`config.mk`:
```
export PLATFORM = sky130hd
export DESIGN_NAME = derive_real_size_rr
export DESIGN_NICKNAME = d
export VERILOG_FILES = /design/src/rtl/derive_real_size_pkg.sv /design/src/rtl/derive_real_size_rr_arbiter.sv /design/src/rtl/derive_real_size_rr.sv
export SDC_FILE = /design/constraint.sdc
export NUM_CORES = 1
export LEC_CHECK = 0
export BUFFER_PORTS_ARGS = -buffer_cell sky130_fd_sc_hd__buf_2
export CORE_AREA = 2 2 47 49
export CTS_CLUSTER_DIAMETER = 100
export CTS_CLUSTER_SIZE = 40
export DETAILED_ROUTE_END_ITERATION = 10
export DIE_AREA = 0 0 49 51
export PLACE_DENSITY_LB_ADDON = 0.05
export SETUP_SLACK_MARGIN = 0.5
export SYNTH_ARGS = -nofsm -noshare
export SYNTH_HDL_FRONTEND = slang
export SYNTH_SLANG_ARGS = --single-unit
```
`constraint.sdc`:
```
create_clock -name clk -period 2.2 [get_ports clk]
set_input_delay 0.22 -clock clk [delete_from_list [all_inputs] [get_ports clk]]
set_output_delay 0.22 -clock clk [all_outputs]
set_load 0.02 [all_outputs]
```
`src/rtl/derive_real_size_pkg.sv`:
```
// Shared definitions for the derive_real_size actor family.
package derive_real_size_pkg;

  // Filter extension of the 8-tap HEVC interpolation path.
  localparam int DIFF_8TAP = 7;

  // Underflow handling mode for the size subtraction.
  typedef enum logic [0:0] {
    SZ_WRAP = 1'b0,
    SZ_SAT  = 1'b1
  } sz_mode_e;

  // Tag width needed to name one of 'flux' fluxes.
  function automatic int tag_w(input int flux);
    return $clog2(flux);
  endfunction

endpackage

```
`src/rtl/derive_real_size_rr_arbiter.sv`:
```
// Combinational round-robin arbiter: first requester at or after ptr wins.
module rr_arbiter #(
  parameter int N  = 2,
  parameter int IW = $clog2(N)
) (
  input  logic [N-1:0]  req,
  input  logic          en,
  input  logic [IW-1:0] ptr,
  output logic [N-1:0]  gnt,
  output logic [IW-1:0] gnt_idx
);

  // Search ptr, ptr+1, ... modulo N and grant the first requester.
  always_comb begin
    logic          found_s;
    logic [IW-1:0] cand_s;
    gnt     = '0;
    gnt_idx = '0;
    found_s = 1'b0;
    cand_s  = '0;
    for (int i = 0; i < N; i++) begin
      cand_s = IW'((int'(ptr) + i) % N);
      if (en && !found_s && req[cand_s]) begin
        gnt[cand_s] = 1'b1;
        gnt_idx     = cand_s;
        found_s     = 1'b1;
      end else begin
        found_s = found_s;
      end
    end
  end

endmodule

```
`src/rtl/derive_real_size_rr.sv`:
```
// Round-robin real-size recovery: pops tagged extended sizes from FLUX input
// FIFOs, removes the filter extension and pushes {tag, size} through one
// registered output stage.
module derive_real_size_rr
  import derive_real_size_pkg::*;
#(
  parameter int FLUX       = 2,
  parameter int DATA_WIDTH = 7,
  parameter int DIFF       = DIFF_8TAP,
  parameter int SAT        = 0,
  parameter int TAG_W      = tag_w(FLUX)
) (
  input  logic                       clk,
  input  logic                       rst,
  input  logic [FLUX-1:0]            rd_empty,
  input  logic [FLUX*DATA_WIDTH-1:0] rd_dout,
  output logic [FLUX-1:0]            rd_read,
  input  logic [FLUX-1:0]            wr_full,
  output logic                       wr_write,
  output logic [TAG_W+DATA_WIDTH-1:0] wr_din,
  input  logic                       ufl_clr,
  output logic [FLUX-1:0]            underflow
);

  localparam sz_mode_e                MODE   = (SAT != 0) ? SZ_SAT : SZ_WRAP;
  localparam logic [DATA_WIDTH-1:0]   DIFF_V = DATA_WIDTH'(DIFF);

  logic                  out_valid_r;
  logic [TAG_W-1:0]      out_tag_r;
  logic [DATA_WIDTH-1:0] out_data_r;
  logic [TAG_W-1:0]      ptr_r;
  logic [FLUX-1:0]       underflow_r;

  logic [FLUX-1:0]       elig_s;
  logic                  fire_s;
  logic                  load_ok_s;
  logic [FLUX-1:0]       gnt_s;
  logic [TAG_W-1:0]      gnt_idx_s;
  logic                  grant_s;
  logic [DATA_WIDTH-1:0] head_s;
  logic                  under_s;
  logic [DATA_WIDTH-1:0] real_s;

  rr_arbiter #(.N(FLUX), .IW(TAG_W)) u_arb (
    .req     (elig_s),
    .en      (load_ok_s & ~rst),
    .ptr     (ptr_r),
    .gnt     (gnt_s),
    .gnt_idx (gnt_idx_s)
  );

  // Handshake decode: eligibility, output fire and stage-free condition.
  always_comb begin
    elig_s    = ~rd_empty & ~wr_full;
    fire_s    = out_valid_r & ~wr_full[out_tag_r] & ~rst;
    load_ok_s = ~out_valid_r | fire_s;
    grant_s   = |gnt_s;
  end

  // Size recovery on the granted head: subtract, then wrap or clamp.
  always_comb begin
    head_s  = rd_dout[int'(gnt_idx_s)*DATA_WIDTH +: DATA_WIDTH];
    under_s = (head_s < DIFF_V);
    if (under_s && (MODE == SZ_SAT)) begin
      real_s = '0;
    end else begin
      real_s = head_s - DIFF_V;
    end
  end

  // Output stage, round-robin pointer and sticky underflow flags.
  always_ff @(posedge clk) begin
    if (rst) begin
      out_valid_r <= 1'b0;
      out_tag_r   <= '0;
      out_data_r  <= '0;
      ptr_r       <= '0;
      underflow_r <= '0;
    end else begin
      if (grant_s) begin
        out_valid_r <= 1'b1;
        out_tag_r   <= gnt_idx_s;
        out_data_r  <= real_s;
        if (gnt_idx_s == TAG_W'(FLUX - 1)) begin
          ptr_r <= '0;
        end else begin
          ptr_r <= gnt_idx_s + TAG_W'(1);
        end
      end else if (fire_s) begin
        out_valid_r <= 1'b0;
      end else begin
        out_valid_r <= out_valid_r;
      end
      // A new underflow on a flux beats a simultaneous clear.
      underflow_r <= (ufl_clr ? {FLUX{1'b0}} : underflow_r) | (gnt_s & {FLUX{under_s}});
    end
  end

  assign rd_read   = gnt_s;
  assign wr_write  = fire_s;
  assign wr_din    = {out_tag_r, out_data_r};
  assign underflow = underflow_r;

endmodule

```
==> impl_metrics.json <==
{
  "drc": 0,
  "synthesis.area_um2": 743.2,
  "p_leak_nw": 0.5348,
  "ys_async_sr_fraction_pct": 0,
  "synth.distinct_cells": 32,
  "worstPathArrival_ns": 2.34,
  "antenna_found_initial": 0,
  "status": "finished, final reports clean",
  "clk_latency_ns": 0.28,
  "worst-path-max-fanout": 5,
  "gr-total-overflow": 0,
  "synth.ff_latch_count": 12,
  "synth-edff-count": 0,
  "hold_depth": 3,
  "cp_slowest_stage_delay_ns": 0.34,
  "holdBufCountCts": 0,
  "ys.flop_type": "dfxtp_1",
  "slew_viol_final": 0,
  "cp_slowest_cell": "dfxtp_2",
  "grt_max_degree": 16,
  "synth_top_cell_by_area": "dfxtp_1",
  "via_per_inst": 5.099,
  "worst_pin_slew_ns": 0.4170,
  "min_to": "underflow[1]",
  "cp.required_ns": 2.41,
  "synth_top_area_share_pct": 32.32,
  "finalPower_mw": 0.5849,
  "avgSynthCellArea_um2": 7.907,
  "cts-root-buf": "clkbuf_4",
  "dieArea_um2": 2499,
  "cp_top_family": "compound AO/OA/AOI/OAI gates",
  "yosysSeqAreaShare_pct": 32.32,
  "path_buf_inv": 0,
  "max_freq_mhz": 469.7,
  "drtAntennaViolNets": 0,
  "place.gp.congestion": 0.8595,
  "yosys-top-cells-area": "dfxtp_1 (32%), xor2_1 (7.1%), a21oi_1 (6.7%)",
  "critPathKind": "register to register",
  "portBuffers": 33,
  "layout.nets": 168,
  "grt_pass1_wl_um": 3705,
  "ir_drop_v": 0.0003002,
  "syn2layout_area_growth_pct": 66.67,
  "crit_chain": "mux2_4 -> a21oi_4 -> nand2_4 -> nand2_2 -> nand2_2 -> ha_4 -> a2111oi_4 -> xor2_1 -> nand2_1 -> a31oi_1",
  "start_util_pct": 36.02,
  "synth_cells": 94,
  "min_period_over_period_pct": 96.77,
  "hpwl_um": 1624,
  "synth_common_cells": "nand2_1 (13), dfxtp_1 (12), a21oi_1 (10)",
  "start_kind": "register",
  "drt-initial-drc-count": 11,
  "cts_buffers": 3,
  "rows": 17,
  "htree_levels": 1,
  "yosys.cell_count.top_type": "nand2_1",
  "grt_use_total_pct": 19.61,
  "wl_per_cell_um": 14.16,
  "tritoncts": "done",
  "setup_ws_ns": 0.07105,
  "p_per_area_nw_per_um2": 472.2,
  "reg2reg_slack_ns": 0.07,
  "chipWidth_um": 49,
  "cp_common_cell": "nand2_2",
  "rsz0062_at_grt": "true",
  "worstReg2RegStart": "out_tag_r",
  "io_pins": 34,
  "first_pass_iters": 4,
  "rr_worst_depth": 10,
  "rr_endpoint": "out_data_r[6]",
  "setup_viol": 0,
  "relSlewSlack_pct": 72.11,
  "finalCriticalPeriod_ns": 2.129,
  "hold_class": "input pin to register",
  "clk_pin_slew_ns": 0.08,
  "cap_violations": 0,
  "drive_gt1_share_pct": 52.08,
  "clock_skew_ns": 0.003967,
  "worstSetupEndpointType": "register",
  "die_h_um": 51,
  "diodes": 0,
  "cp.depth": 10,
  "dp_slack_ns": -0.03597,
  "hold_viol_final": 0,
  "cts_sinks": 12,
  "hold_path_startpoint": "ufl_clr",
  "clock_path_buffers": 2,
  "drt_wl_total_um": 2436,
  "syn_nets": 116,
  "via_count": 877,
  "core_um2": 2063,
  "synth_warnings": 0,
  "grt_pass1_vias": 834
}
worst reg2reg max path: cells and delay by family (launching register included):
family | cells | cell delay [ns]
flops | 1 | 0.34
xor+xnor | 1 | 0.18
compound gates | 3 | 0.68
mux | 1 | 0.32
simple gates | 4 | 0.34
fa+ha+maj | 1 | 0.20
metrics by stage:
| stage | TNS [ns] | hold slack (ns) | instances | area (um^2) | utilization, % |
|---|---|---|---|---|---|
| CTS | 0 | 0.2242 | 167 | 1142 | 55.37 |
| detailed placement | -0.03597 | 0.4460 | 154 | 1005 | 48.70 |
| global route | -0.07603 | 0.2330 | 172 | 1239 | 60.04 |
| finish | 0 | 0.2246 | 172 | 1239 | 60.04 |
| global placement | -0.02844 | 0.4415 | 154 | 1005 | 48.70 |
| floorplan | 0 | 0.2921 | 94 | 804.5 | - |
cell usage in the layout (no fill, tap or decap), types with 2 or more instances in the layout:
cell type  instances
buf_4             13
buf_6              6
buf_2             31
clkbuf_4           3
nand3b_1           2
xnor2_1            2
nand2b_1           2
a21oi_2            2
nand2_2            3
nor2_1             7
a311oi_1           2
nor3_1             2
xor2_1             6
a21oi_1            8
nand2_1           10
dfxtp_1           11
nand3_1            5
nor3_4             2
nor3b_1            2
a2111oi_4          2
power by group:
group / leakage [nW] / internal, mW / total [mW] / switching, mW
combinational: 0.422 / 0.0940 / 0.208 / 0.114
clock: 0.0138 / 0.0634 / 0.139 / 0.0756
sequential: 0.0986 / 0.230 / 0.238 / 0.00776
total: 0.535 / 0.388 / 0.585 / 0.197
final cells by class:
class / instances / area, um^2
multi-input cells: 77 / 606.8
inverters: 2 / 12.51
flip-flops and latches: 12 / 241.5
fillers: 198 / 824.5
repair buffers: 50 / 320.3
well taps: 28 / 35.03
clock buffers: 3 / 22.52
sequential cells by signal, summed over array words and instances, names as in the netlist:
register and cells:
out_data_r 7, out_tag_r 1, underflow 2, out_valid_r 1, ptr_r 1
cell families (layout without fill, tap and decap cells):
group / after synthesis / in the layout / synth area share [%]
simple gates: 42 / 42 / 28.62
mux: 1 / 1 / 2.020
flops: 12 / 12 / 32.32
compound gates: 25 / 25 / 22.90
buf+inv: 5 / 55 / 3.030
xor+xnor: 8 / 8 / 9.428
fa+ha+maj: 1 / 1 / 1.683
worst max-delay path by stage:
stage / to / start / slack, ns
floorplan: out_data_r[6] / out_tag_r / 0.20
global placement: out_data_r[6] / rd_empty[1] / -0.03
detailed placement: out_data_r[6] / wr_full[0] / -0.04
CTS: out_data_r[6] / out_tag_r / 0.09
global route: out_data_r[6] / out_tag_r / -0.08
finish: out_data_r[6] / out_tag_r / 0.07
metal layers:
| layer | routed length (um) | up-vias | track usage, % | share of wire (%) |
|---|---|---|---|---|
| met5 | 0 | - | 0 | 0 |
| met4 | 78 | 0 | 8.571 | 3.2 |
| met3 | 83 | 8 | 3.216 | 3.4 |
| met2 | 1200 | 31 | 33.79 | 49 |
| met1 | 1074 | 399 | 24.19 | 44 |
| li1 | - | 439 | - | - |
repair_timing:
action | CTS | global route
buffers inserted | 10 | 5
pin swaps | 3 | 8
setup endpoints to repair | 12 | 12
gates resized for setup | 11 | 14
No activity file was read; power rests on OpenSTA's default activity.
